File: src/rtl/chunked_addsub.sv
// chunked_addsub: multi-cycle add/subtract unit. Operands are captured on
// start, then CHUNK bits are summed per clock through a single CHUNK-bit
// ripple stage, with the inter-chunk carry held in a register. Results
// (sum/cout/ovf) update only at the completion edge, with a one-cycle done.
module chunked_addsub #(
  parameter int WIDTH = 16,
  parameter int CHUNK = 4
) (
  input  logic             clk,
  input  logic             reset,
  input  logic             start,
  input  logic             sub,
  input  logic             cin,
  input  logic [WIDTH-1:0] a,
  input  logic [WIDTH-1:0] b,
  output logic             busy,
  output logic             done,
  output logic [WIDTH-1:0] sum,
  output logic             cout,
  output logic             ovf
);

  localparam int NCHUNK = WIDTH / CHUNK;
  localparam int IW     = (NCHUNK > 1) ? $clog2(NCHUNK) : 1;

  localparam logic S_IDLE = 1'b0;
  localparam logic S_RUN  = 1'b1;

  logic             state_q, state_d;
  logic [IW-1:0]    idx_q,   idx_d;
  logic [WIDTH-1:0] a_q,     a_d;
  logic [WIDTH-1:0] b_q,     b_d;
  logic             carry_q, carry_d;
  logic [WIDTH-1:0] part_q,  part_d;
  logic [WIDTH-1:0] sum_q,   sum_d;
  logic             cout_q,  cout_d;
  logic             ovf_q,   ovf_d;
  logic             done_q,  done_d;

  logic [CHUNK-1:0] a_chunk;
  logic [CHUNK-1:0] b_chunk;
  logic [CHUNK:0]   chunk_res;
  logic [WIDTH-1:0] part_next;
  logic             last;

  // One CHUNK-bit ripple stage on the currently selected slice.
  always_comb begin
    a_chunk   = a_q[idx_q*CHUNK +: CHUNK];
    b_chunk   = b_q[idx_q*CHUNK +: CHUNK];
    chunk_res = {1'b0, a_chunk} + {1'b0, b_chunk} + {{CHUNK{1'b0}}, carry_q};
    part_next = part_q;
    part_next[idx_q*CHUNK +: CHUNK] = chunk_res[CHUNK-1:0];
    last      = (idx_q == IW'(NCHUNK - 1));
  end

  // Next-state logic: capture on start in IDLE, one chunk per cycle in RUN.
  always_comb begin
    state_d = state_q;
    idx_d   = idx_q;
    a_d     = a_q;
    b_d     = b_q;
    carry_d = carry_q;
    part_d  = part_q;
    sum_d   = sum_q;
    cout_d  = cout_q;
    ovf_d   = ovf_q;
    done_d  = 1'b0;
    case (state_q)
      S_IDLE: begin
        if (start) begin
          a_d     = a;
          // Subtract is a + ~b + 1: invert B here and seed the carry with 1.
          b_d     = sub ? ~b : b;
          carry_d = sub ? 1'b1 : cin;
          idx_d   = '0;
          state_d = S_RUN;
        end
      end
      S_RUN: begin
        part_d  = part_next;
        carry_d = chunk_res[CHUNK];
        idx_d   = last ? '0 : idx_q + 1'b1;
        if (last) begin
          sum_d   = part_next;
          cout_d  = chunk_res[CHUNK];
          ovf_d   = (a_q[WIDTH-1] == b_q[WIDTH-1]) &&
                    (part_next[WIDTH-1] != a_q[WIDTH-1]);
          done_d  = 1'b1;
          state_d = S_IDLE;
        end
      end
      default: state_d = S_IDLE;
    endcase
  end

  // State and result registers with synchronous reset.
  always_ff @(posedge clk) begin
    if (reset) begin
      state_q <= S_IDLE;
      idx_q   <= '0;
      a_q     <= '0;
      b_q     <= '0;
      carry_q <= 1'b0;
      part_q  <= '0;
      sum_q   <= '0;
      cout_q  <= 1'b0;
      ovf_q   <= 1'b0;
      done_q  <= 1'b0;
    end else begin
      state_q <= state_d;
      idx_q   <= idx_d;
      a_q     <= a_d;
      b_q     <= b_d;
      carry_q <= carry_d;
      part_q  <= part_d;
      sum_q   <= sum_d;
      cout_q  <= cout_d;
      ovf_q   <= ovf_d;
      done_q  <= done_d;
    end
  end

  assign busy = (state_q == S_RUN);
  assign done = done_q;
  assign sum  = sum_q;
  assign cout = cout_q;
  assign ovf  = ovf_q;

endmodule
File: config.mk
export PLATFORM = sky130hd
export DESIGN_NAME = chunked_addsub
export DESIGN_NICKNAME = d
export VERILOG_FILES = /design/src/rtl/chunked_addsub.sv
export SDC_FILE = /design/constraint.sdc
export NUM_CORES = 1
export LEC_CHECK = 0
export ABC_AREA = 0
export BUFFER_PORTS_ARGS = -buffer_cell sky130_fd_sc_hd__buf_2
export CORE_UTILIZATION = 55
export DETAILED_ROUTE_END_ITERATION = 10
export PLACE_DENSITY = 0.77
export SYNTH_ARGS = -nofsm -noshare
export SYNTH_HDL_FRONTEND = slang
export SYNTH_SLANG_ARGS = --single-unit
File: constraint.sdc
create_clock -name clk -period 2.97 [get_ports clk]
set_input_delay 0.1485 -clock clk [delete_from_list [all_inputs] [get_ports clk]]
set_output_delay 0.1485 -clock clk [all_outputs]
set_load 0.005 [all_outputs]
; Yosys cells after proc, flatten, opt, wreduce, memory -nomap -nowiden
; Index checks and enable logic that the tools add are counted.
[word_totals]
out_inout_bits = 20
ff_bits = 71
in_bits = 37
[classes]
n_shift = 4
reduce_logical = 4
n_addsub = 4
mux = 12
bitwise = 2
eq_ne = 4
[ops]
columns = op, count
row1 = negator 4 -> 34 bit, 1
row2 = variable shift 4 x 34 -> 16 bit (first input constant), 1
row3 = variable part select 4 x 34 -> 16 bit, 1
row4 = variable part select 16 x 5 -> 4 bit, 2
row5 = bitwise mux 16 bit, 1
row6 = two-way mux 16 bit, 1
row7 = inverter 16 bit, 1
row8 = adder 4 x 4 -> 5 bit, 1
row9 = adder 5 x 1 -> 5 bit, 1
row10 = two-way mux 1 bit, 5
row11 = two-way mux 2 bit, 2
row12 = one-hot mux 1 bit (2 select lines), 2
row13 = one-hot mux 2 bit (2 select lines), 1
row14 = AND reduction 2 bit, 2
row15 = adder 2 x 1 -> 2 bit (second input constant), 1
row16 = equality test 2 bit (second input constant), 1
row17 = inequality test 2 bit (second input constant), 1
row18 = OR reduction 2 bit, 1
row19 = equality test 1 bit, 1
row20 = logical AND 1 bit, 1
row21 = inequality test 1 bit, 1
row22 = inverter 1 bit, 1

; Logic depth before layout (Yosys ltp)
[depth]
word_depth = 7
ltp_mapped = 10
ltp_nobuf = 8

; Worst setup path before layout
; Ideal clock, no wire load.
[synth_timing]
kind = register to register
from = register idx_q[0]
to = register part_q[5]
t_arrival_ns = 2.672
path_slack_ns = 0.233
setup_ns = 0.065
required_time_ns = 2.905
path_stages_with_launch = 10
n_path_buf = 2
synth_period_minus_slack_ns = 2.737
path_cell_list = dfxtp_1 buf_2 buf_2 mux4_2 fa_1 inv_1 fa_1 nor2b_1 a22oi_1 nor2_1
[synth_via]
elab_chain_len = 5
word_cells_on_any_way = 8
[synth_lines]
columns = element, line_no
row1 = "start, declared", 30  ; logic [IW-1:0] idx_q, idx_d;
row2 = "start signal, assigned", 111  ; idx_q <= idx_d;
row3 = "variable part select 16 x 5 -> 4 bit, on equally long branches", "48, 49"
row4 = adder 4 x 4 -> 5 bit, 50  ; chunk_res = {1'b0, a_chunk} + {1'b0, b_chunk} + {{CHUNK{1'b0}}, carry_q};
row5 = adder 5 x 1 -> 5 bit, 50
row6 = variable part select 4 x 34 -> 16 bit, 52  ; part_next[idx_q*CHUNK +: CHUNK] = chunk_res[CHUNK-1:0];
row7 = bitwise mux 16 bit (*), 52
row8 = "end signal, assigned", 115  ; part_q <= part_d;
row9 = "end, declared", 34  ; logic [WIDTH-1:0] part_q, part_d;
; Every way passes the cells marked *; elsewhere a longest branch is shown, timed or not.
; A chain may end at the register's enable or synchronous reset.

; Worst setup path in the final report
; Ends and elaborated chain as after synthesis.

==> flow_summary.toml <==
[pwr]
p_leak_nw = 1.48
power_switching_share_pct = 26.7
pwr-share-seq_pct = 50.0
net_sw_power_mw = 0.544
powerDensity_nw_per_um2 = 546
max-vdd-ir-drop_mv = 0.316
internal-power_mw = 1.50
clockPowerShare_pct = 36.1
power.share.combinational_pct = 13.8

[die]
die-height_um = 78.5
core_area_um2 = 5570
die_width_um = 78.5
row_count = 27
effective_utilization_at_floorplan_pct = 57.7
top_level_ports = 57
die_area_um2 = 6160

[min_path]
holdCritPathClass = "in2reg"

[routing]
postRouteAntennaNets = 0
drt_first_pass_iters = 4
drc = 0
avgRoutedWirePerCell_um = 15.4
vias = 2738
drt-total-wl_mm = 7.37
dr.first_iter.drc_count = 168
post_drt_via_cell_ratio = 5.73

[cells_and_area]
post-route-cell-area_um2 = 3740
nNetsFinal = 450
ff_latch_area_um2 = 1420
fillerInstances = 488
num_antenna_cells = 0
final_core_util_pct = 67.0
drive_above_1_share_pct = 22.7
footprint_of_the_multi_input_gates_um2 = 1660
syn_to_final_growth_pct = 16.1

[clock_network]
cts.repair.resized = 0
cts.sink_count = 71
clk_latency_ns = 0.35
clockRootBuffer = "sky130_fd_sc_hd__clkbuf_8"
cts-hold-fix-buffers = 0
cts_post_setup_buffers_inserted = 0
worst_setup_hold_path_clk_slew_ns = 0.07
h-tree-depth = 3
cts_tree = "yes"
cts_made_buffers = 9
clockBufferDepth = 2

[logic_synthesis]
yosys.area.top_type_share_pct = 44.2
synth.net_count = 398
post_synth_main_area_contributors = "sky130_fd_sc_hd__dfxtp_1 (44%), sky130_fd_sc_hd__nand2_1 (6.1%), sky130_fd_sc_hd__mux4_2 (5.6%)"
main_flop_type_after_synthesis = "sky130_fd_sc_hd__dfxtp_1"
ys_ff_latch = 71
most_area_hungry_cell_type_in_the_yosys_netlist = "sky130_fd_sc_hd__dfxtp_1"
postSynthCellCount = 350
syn-mean-instance-area_um2 = 9.19
synthesis.yosys.warnings = 0
synth_enable_flop_cells = 0
ys_seq_area_share_pct = 44.2
asyncSetResetFlopFracSynth_pct = 0
synth_cell_type_count = 43
synth_most_common_cell = "sky130_fd_sc_hd__dfxtp_1"
yosys-top-cells-count = "sky130_fd_sc_hd__dfxtp_1 (71), sky130_fd_sc_hd__nand2_1 (52), sky130_fd_sc_hd__nor2_1 (35), sky130_fd_sc_hd__a21oi_1 (23), sky130_fd_sc_hd__a211oi_1 (19)"
cell_area_synth_um2 = 3220

[place]
postPlaceCellArea_um2 = 3560
port_buffers = 56
dp_hpwl_mm = 5.21
gpl.final_weighted_congestion = 0.912

[worst_setup_path]
crit_path_launch_type = "register"
cell_mode_on_critical_path = "sky130_fd_sc_hd__fa_1"
worstPathArrival_ns = 2.97
worst-path-buf-inv = 1
timing.critical_path.slowest_stage_cell = "sky130_fd_sc_hd__mux4_2"
critical_path_peak_fanout = 8
required_ns = 3.26
crit_type = "reg2reg"
critical_path.top_delay_family = "adder cells"
max_stage_delay_ns = 0.56
worst_setup_path_end_kind = "register"
cell_chain_of_the_critical_path = "mux4_2 -> fa_1 -> inv_1 -> fa_1 -> nor2b_1 -> a22oi_1 -> nor2_1"

[flow_run]
max_cap_violations = 0

[timing]
fin_worst_skew_ns = 0.00613
max_slew.worst_pin.slew_ns = 0.585
relSlewSlack_pct = 61.0
setup_viol_count_final = 0
slew_violations = 0
final.setup.tns_ns = 0
rsz_0062_raised_after_global_routing = "false"
period_minus_slack_ns = 2.68
fin_crit_sh_pct = 90.2
clock.fmax_ghz = 0.373
hold_violations = 0

[global_route]
via_count_of_the_first_global_routing_pass = 2550
grt_antenna_before_repair = 0
groute.usage.overall_pct = 25.8
overflow = 0
grt_first_pass_wirelength_mm = 12.1
grt_max_degree = 53

[status]
run_status = "finished, final reports clean"
## power by group through the flow
| stage | clock [mW] | combinational (mW) | sequential [mW] |
|---|---|---|---|
| detailed placement | 0 | 0.279 | 1.04 |
| global placement | 0 | 0.271 | 1.04 |
| finish | 0.737 | 0.282 | 1.02 |
| floorplan | 0 | 0.210 | 1.03 |
| CTS | 0.734 | 0.282 | 1.02 |
| global route | 0.790 | 0.310 | 1.03 |
## per-stage QoR
stage / cells / power (mW) / hold WS [ns] / setup WS (ns)
after global routing: 478 / 2.13 / 0.0302 / 0.175
final: 478 / 2.04 / 0.0261 / 0.292
after floorplan: 350 / 1.24 / 0.259 / 0.233
after detailed placement: 463 / 1.32 / 0.395 / 0.202
after global placement: 463 / 1.31 / 0.391 / 0.277
after CTS: 478 / 2.04 / 0.0277 / 0.132
## cells in the final DEF (no fill, tap or decap), types with 5 or more instances in the layout
cell type | synthesis | final
sky130_fd_sc_hd__xnor2_1 | 17 | 17
sky130_fd_sc_hd__a21oi_1 | 23 | 23
sky130_fd_sc_hd__a211oi_1 | 19 | 19
sky130_fd_sc_hd__buf_2 | 9 | 56
sky130_fd_sc_hd__ha_1 | 9 | 9
sky130_fd_sc_hd__inv_1 | 10 | 10
sky130_fd_sc_hd__mux4_2 | 8 | 8
sky130_fd_sc_hd__a32oi_1 | 6 | 6
sky130_fd_sc_hd__clkbuf_8 | 0 | 9
sky130_fd_sc_hd__o21ai_0 | 10 | 10
sky130_fd_sc_hd__a22oi_1 | 12 | 12
sky130_fd_sc_hd__nand2_1 | 52 | 52
sky130_fd_sc_hd__dfxtp_1 | 71 | 70
sky130_fd_sc_hd__nor2b_1 | 8 | 7
sky130_fd_sc_hd__o31ai_1 | 5 | 5
sky130_fd_sc_hd__a22o_1 | 7 | 7
sky130_fd_sc_hd__buf_4 | 0 | 9
sky130_fd_sc_hd__nor2_1 | 35 | 35
## worst paths after layout
| path | from | endpoint | slack, ns | cells past startpoint |
|---|---|---|---|---|
| max | idx_q[0] | part_q[5] | 0.29 | 7 |
| min | a[9] | a_q[9] | 0.03 | 3 |
| max reg2reg | idx_q[0] | part_q[5] | 0.29 | 7 |
| min reg2reg | cout | cout | 0.44 | 2 |
## registers in the layout, summed over array words and instances, names as in the netlist
name	count
done	1
busy	1
idx_q	2
sum	16
carry_q	1
cout	1
ovf	1
b_q	16
a_q	16
part_q	16
## worst min-delay path, stage by stage
cell	delay (ns)
sky130_fd_sc_hd__buf_2	0.09
sky130_fd_sc_hd__nand2_1	0.04
sky130_fd_sc_hd__a21oi_1	0.05
## cell type report
type,instances,area share (%)
tap,72,2.41
multi-input combinational,245,44.4
clock buffer,11,3.52
clock inverter,4,1.27
timing repair buffer,65,9.31
inverter,10,1.00
sequential,71,38.1
## cell families (layout without fill, tap and decap cells)
| kind of cell | count (synthesis) | in the layout | share of synthesized area, % |
|---|---|---|---|
| AND/OR/NAND/NOR | 116 | 116 | 16.6 |
| AO/OA/AOI/OAI | 93 | 93 | 19.9 |
| flip-flops | 71 | 71 | 44.2 |
| buffers and inverters | 34 | 90 | 4.32 |
| XOR/XNOR | 17 | 17 | 4.63 |
| adder cells (fa/ha/maj) | 11 | 11 | 4.75 |
| multiplexers | 8 | 8 | 5.60 |
## layer usage
metal | global-route usage, % | vias up | wire [µm]
li1 | - | 1339 | -
met2 | 43.9 | 93 | 3700
met5 | 0 | - | 0
met1 | 30.2 | 1285 | 3110
met4 | 13.5 | 0 | 181
met3 | 5.81 | 21 | 371
Note: power is estimated with default switching activity, not from simulation.
